### config.mk
export PLATFORM = sky130hd
export DESIGN_NAME = instr_fetch
export DESIGN_NICKNAME = d
export VERILOG_FILES = /design/src/rtl/instr_fetch.sv
export SDC_FILE = /design/constraint.sdc
export NUM_CORES = 1
export LEC_CHECK = 0
export BUFFER_PORTS_ARGS = -buffer_cell sky130_fd_sc_hd__buf_2
export CAP_MARGIN = 0
export CORE_MARGIN = 1
export CORE_UTILIZATION = 35
export DETAILED_ROUTE_END_ITERATION = 6
export GPL_ROUTABILITY_DRIVEN = 0
export SETUP_SLACK_MARGIN = 0.5
export SLEW_MARGIN = 0
export SYNTH_ARGS = -nofsm -noshare
export SYNTH_HDL_FRONTEND = slang
export SYNTH_SLANG_ARGS = --single-unit
### constraint.sdc
create_clock -name clk -period 2.6 [get_ports clk]
set_input_delay 0 -clock clk [delete_from_list [all_inputs] [get_ports clk]]
set_output_delay 0 -clock clk [all_outputs]
set_load 0.01 [all_outputs]
### src/rtl/instr_fetch.sv
// Instruction fetch unit: holds the PC, drives the ROM address and registers the returned word.
// Optional FETCH_COUNT_EN adds a saturating 16-bit count of loaded instructions (fetch_count).
module instr_fetch #(
  parameter  int ROM_SIZE    = 256,
  parameter  int INSTR_WIDTH = 9,
  parameter  int START_ADDR  = 0,
  localparam int AW          = $clog2(ROM_SIZE)
) (
  input  logic                   clk,
  input  logic                   reset,
  input  logic                   start,
  input  logic                   stall,
  input  logic                   halt,
  input  logic                   jump_en,
  input  logic [AW-1:0]          jump_target,
  input  logic                   branch_en,
  input  logic [AW-1:0]          branch_offset,
  output logic [AW-1:0]          instr_addr,
  input  logic [INSTR_WIDTH-1:0] instr_in,
  output logic [INSTR_WIDTH-1:0] instr_out,
  output logic [AW-1:0]          instr_pc,
  output logic                   instr_valid,
`ifdef FETCH_COUNT_EN
  output logic [15:0]            fetch_count,
`endif
  output logic                   done
);

  typedef enum logic [1:0] {
    IDLE,
    FETCH,
    HALTED
  } state_t;

  localparam logic [AW-1:0] START_PC = AW'(START_ADDR);

  state_t        state;
  logic [AW-1:0] pc;

  // ROM address is the PC itself; the ROM answers combinationally within the cycle.
  assign instr_addr = pc;

  // NOTE: all state below is updated with non-blocking assignments so every register
  // samples the pre-edge values of its neighbours, matching the hardware it describes.
  always_ff @(posedge clk) begin
    if (reset) begin
      state       <= IDLE;
      pc          <= START_PC;
      instr_out   <= '0;
      instr_pc    <= '0;
      instr_valid <= 1'b0;
      done        <= 1'b0;
`ifdef FETCH_COUNT_EN
      fetch_count <= '0;
`endif
    end else begin
      case (state)
        IDLE: begin
          instr_valid <= 1'b0;
          if (start) begin
            state <= FETCH;
            pc    <= START_PC;
`ifdef FETCH_COUNT_EN
            fetch_count <= '0;
`endif
          end
        end

        FETCH: begin
          if (halt) begin
            state       <= HALTED;
            instr_valid <= 1'b0;
            done        <= 1'b1;
          end else if (stall) begin
            // Everything holds; a pending redirect stays asserted by its requester.
          end else if (jump_en) begin
            pc          <= jump_target;
            instr_valid <= 1'b0;
          end else if (branch_en) begin
            // Relative to the word just delivered, not the one being addressed.
            pc          <= instr_pc + branch_offset;
            instr_valid <= 1'b0;
          end else begin
            instr_out   <= instr_in;
            instr_pc    <= pc;
            instr_valid <= 1'b1;
            pc          <= pc + 1'b1;
`ifdef FETCH_COUNT_EN
            if (fetch_count != 16'hFFFF) fetch_count <= fetch_count + 16'd1;
`endif
          end
        end

        HALTED: begin
          instr_valid <= 1'b0;
          if (start) begin
            state <= FETCH;
            pc    <= START_PC;
            done  <= 1'b0;
`ifdef FETCH_COUNT_EN
            fetch_count <= '0;
`endif
          end
        end

        default: begin
          state       <= IDLE;
          instr_valid <= 1'b0;
          done        <= 1'b0;
        end
      endcase
    end
  end

endmodule

Word-level counts from Yosys, hierarchy flattened --
Cells that the tools add are included.
Storage, ports and cells: flip-flop bits (word level) 29, bits in latches 0, memory bits (writable) 0, memory bits (read-only) 0, bits of input ports 32, word-level logic and storage cells 43, memories kept 0
Cells by class: add/sub/neg operators 2, multiply operators 0, div/mod/pow operators 0, magnitude comparators 0, equality and inequality tests 7, shifts and indexed selects 0, muxes and demuxes 14, bitwise logic cells 6, reductions and logical operators 8
Operators by type and width (number):
- $mux W8 | 5
- $pmux W8 S2 | 1
- $add A8 B1 Y8 const B | 1
- $add A8 B8 Y8 | 1
- $ne A2 B2 Y1 const B | 4
- $not A1 Y1 | 6
- $reduce_and A5 Y1 | 1
- $mux W1 | 4
- $mux W2 | 2
- $pmux W2 S2 | 1
- $reduce_and A4 Y1 | 1
- $pmux W1 S3 | 1
- $reduce_and A3 Y1 | 1
- $reduce_or A3 Y1 | 1
- $eq A2 B1 Y1 const B | 1
- $eq A2 B2 Y1 const B | 1
- $logic_not A2 Y1 | 1
- $ne A2 B1 Y1 const B | 1
- $reduce_and A2 Y1 | 1
- $reduce_bool A2 Y1 | 1
- $reduce_or A2 Y1 | 1

Depth between registers and ports, before layout --
depth in word-level cells 6, gate-level depth with buffers 7, depth with buffers taken out 7

Worst setup path before layout --
Ideal clock, no wire load.
kind reg2reg, from register instr_pc[0], to register pc[6] (netlist: instr_addr[6]), library setup time 0.070 ns, arrival 1.821 ns, data required time 2.530 ns, setup slack 0.709 ns, stages on the path, launching flop included 8, period minus slack after synthesis 1.891 ns, cells stage by stage dfxtp_1 -> ha_1 -> fa_1 -> a211oi_1 -> o21a_1 -> o21ai_0 -> a31o_2 -> a21oi_1
On the way: cells in the longest elaborated chain, start to end 6
RTL lines:
- from (decl) | line 21 | output logic [AW-1:0] instr_pc,
- from (signal assigned) | line 85 | instr_pc <= pc;
- $add A8 B8 Y8 | line 81 | pc <= instr_pc + branch_offset;
- $mux W8 | line 79 | end else if (branch_en) begin
- $mux W8 | line 76 | end else if (jump_en) begin
- $mux W8 | line 74 | end else if (stall) begin
- $mux W8 | line 70 | if (halt) begin
- $pmux W8 S2 | line 57 | case (state)
- to (signal assigned) | line 77 | pc <= jump_target;
- to (signal assigned) | line 81
- to (signal assigned) | line 87 | pc <= pc + 1'b1;
- to (decl) | line 38 | logic [AW-1:0] pc;
Every way passes these cells. The select of a mux whose other input is x is not followed. A chain may end at the register's enable or synchronous reset.

Worst setup path in the final report --
Ends and elaborated chain as after synthesis.

==> summary.md <==
| Metric | Value |
|---|---|
| Status | complete, but fails checks |
| Failing checks | design-rule violations |
| CTS clk-pin slew, worst paths | 60 ps |
| #FFs+latches synth | 29 |
| Gr usage total | 19.4% |
| Placed cell areas | 1970 sq um |
| Drc violations | 8 |
| First-pass GRT wire length | 7.50 mm |
| Die area | 4980 sq um |
| CTS tree | done |
| Tcrit/Tclk final | 74.8% |
| Final WS setup | roughly 660 ps |
| Final setup fails | 0 |
| EDFF count, synth | 0 |
| Height of the die | ~71 um |
| Drt wl/cell | approximately 14 um |
| Max cap viols | 0 |
| RSZ-0062 raised after global routing | false |
| Fin area | between 2000 and 2500 sq um |
| 1st-pass router iterations | 6 |
| Crit. End Element | register |
| Final #Nets | 312 |
| Number of CTS-inserted buffers | 5 |
| Vias in the first global route | 1617 |
| Area Growth Syn to Fin | 30.4% |
| Post-synth cell types | 45 |
| Clock buffer depth | 2 |
| CP Launch Type | register |
| Worst skew pair latency | 280 ps |
| Final Power | 0.935 mW |
| Int Pwr | 0.695 mW |
| Worst path required time | approximately 2800 ps |
| Share of cells above drive strength 1 | 27.2% |
| Logic pwr share | 12.4% |
| Cells after DPL | roughly 310 |
| Worst path max stage delay | roughly 450 ps |
| Grt ovf | 0 |
| CP max FO | 3 |
| Die X | about 71 um |
| Starting Density | between 30% and 40% |
| H-tree depth | 2 |
| Largest vdd supply drop | ~0.29 mV |
| FMAX | 514 MHz |
| TNS Setup | 0 ps |
| Largest net degree at the start of global routing | 30 |
| Number of core rows | 24 |
| DR vias/cell | 5.22 |
| I/O pin count | just under 60 |
| Input/output buffers | 58 |
| Type of the worst setup path | reg2reg |
| Filler-free cell count of the finished design | 324 |
| Main synth FF type | dfxtp_1 |
| N_diodes | 0 |
| CP delay by family, top | compound AO/OA/AOI/OAI gates |
| Syn_area_per_cell | 8.02 sq um |
| Core area | about 4400 sq um |
| Place WS | 639 ps |
| Fillcell total | 471 |
| Worst path bufs/invs | 0 |
| Seq pwr share | 48.9% |
| Clock Power Share | 38.7% |
| Crit-path cells | ha_1, fa_1, a211oi_2, o21a_1, o21ai_0, a31o_2, a21oi_1 |
| CP max-delay cell | fa_1 |
| Antenna violations before repair | 0 |
| Crit path DAT | 2160 ps |
| Hold_ws | between 15 and 20 ps |
| Asr flop ratio synth | 0% |
| Pleak | approximately 0.93 nW |
| Post-Route WL | approximately 4.4 mm |
| Max Slew Vio Count | 0 |
| Initial drt markers | 63 |
| Clk sinks | 29 |
| Net Sw Frac | 25.6% |
| Slew HR | 61.3% |
| Fin util | approximately half |
| Post-synthesis sequential area ratio | 35.3% |
| Tmin final | ~1900 ps |
| Power per cell area | 436 nW/um^2 |
| Tightest Hold Check Type | in2reg |
| Mapped Cells | 205 |
| Synthesized Nets | between 200 and 250 |
| Routed Antenna Nets | 0 |
| Total of warnings raised by yosys | 0 |
| Setup bufs post-CTS | 0 |
| Hpwl dp | 3.07 mm |
| Post-synthesis instance area | between 1500 and 2000 sq um |
| Final hold viol count | 0 |
| NetSw | 0.240 mW |
| Vias | ~1700 |
| Clk_skew | 4.52 ps |
| Clock root cell | clkbuf_8 |
| Actual slew at the worst max-slew pin | 581 ps |
-- final cells by class --
type	count	area, sq um	share of cell area, %
multi-input combinational	163	1010	47.0
timing repair buffer	70	403	18.8
clock buffer	8	80.1	3.74
tap	52	65.1	3.04
sequential	29	581	27.1
inverter	2	7.51	0.350
-- layer usage --
layer / vias to the layer above / routed length (um) / track usage, %
met5: - / 0 / 0
met4: 0 / 46 / 4.67
met3: 6 / 207 / 5.98
met2: 41 / 2080 / 32.4
met1: 772 / 2090 / 24.7
li1: 873 / - / -
-- path summary, 6_finish.rpt --
check,start,endpoint,slack [ps],cells past startpoint
worst max-delay path,instr_pc[0],instr_addr[6],660,7
worst max register to register,instr_pc[0],instr_addr[6],660,7
worst min register to register,instr_out[3],instr_out[3],450,2
worst min-delay path,start,state[1],20,4
-- power by group through the flow --
stage | Sequential [mW] | Clock (mW) | Combinational, mW
2_1_floorplan | 0.467 | 0 | 0.0641
3_3_place_gp | 0.467 | 0 | 0.105
3_5_place_dp | 0.467 | 0 | 0.106
4_1_cts | 0.457 | 0.370 | 0.116
5_1_grt | 0.458 | 0.394 | 0.129
6_report | 0.457 | 0.362 | 0.116
-- state kept, by name, summed over array words and instances (netlist names) --
name,count
instr_out,9
instr_addr,8
instr_pc,8
state,2
done,1
instr_valid,1
-- cells by family after synthesis --
family	after synthesis	synth area share [%]
buffers and inverters	13	3.73
xor gates and xnor gates	6	3.20
adders and majority gates	9	7.31
and+or+nand+nor	82	25.0
DFF	29	35.3
muxes	3	1.83
AOI/OAI and AO/OA	63	23.7
-- what timing repair did --
action | CTS | global route
endpoints found under the setup margin | 0 | 2
endpoints found under the hold margin | 9 | 0
resized for setup | 0 | 1
hold buffers | 9 | 0
-- Yosys cell counts, types with 2 or more instances --
cell type  number  area, sq um
nand4_1         3         18.8
a211oi_1        2         15.0
a21oi_1        30          150
nor3_1          4         20.0
o21a_1          2         15.0
mux2i_1         3         30.0
o211ai_1        2         15.0
ha_1            8          100
dfxtp_1        29          581
nor2_1          7         26.3
or3_1           2         12.5
nand3_1         8         40.0
a31oi_1         2         12.5
o21ai_0        10         50.1
nand2b_1        2         12.5
clkbuf_1        8         30.0
nor3b_1         3         22.5
o31ai_1         2         15.0
xor2_1          5         43.8
inv_1           2         7.51
a21o_1          3         22.5
a22oi_1         3         22.5
nand2_1        43          161
-- tightest hold or removal path: stages --
cell,delay (ps)
buf_2,100
nor2_1,40
nand2_1,50
a21oi_1,60
-- cells in the final DEF, fill, tap and decap left out, types with 3 or more instances in the layout --
cell type and instances:
dfxtp_1 29, xor2_1 5, ha_1 8, buf_2 58, nand4_1 3, a21oi_1 30
nor3_1 4, a21o_1 3, clkbuf_8 5, dlygate4sd3_1 9, nor2_1 7, nand2_1 43
mux2i_1 3, nand3_1 8, clkbuf_1 3, o21ai_0 10, buf_4 3, a22oi_1 3
nor3b_1 3
Note: power is estimated with default switching activity, not from simulation.
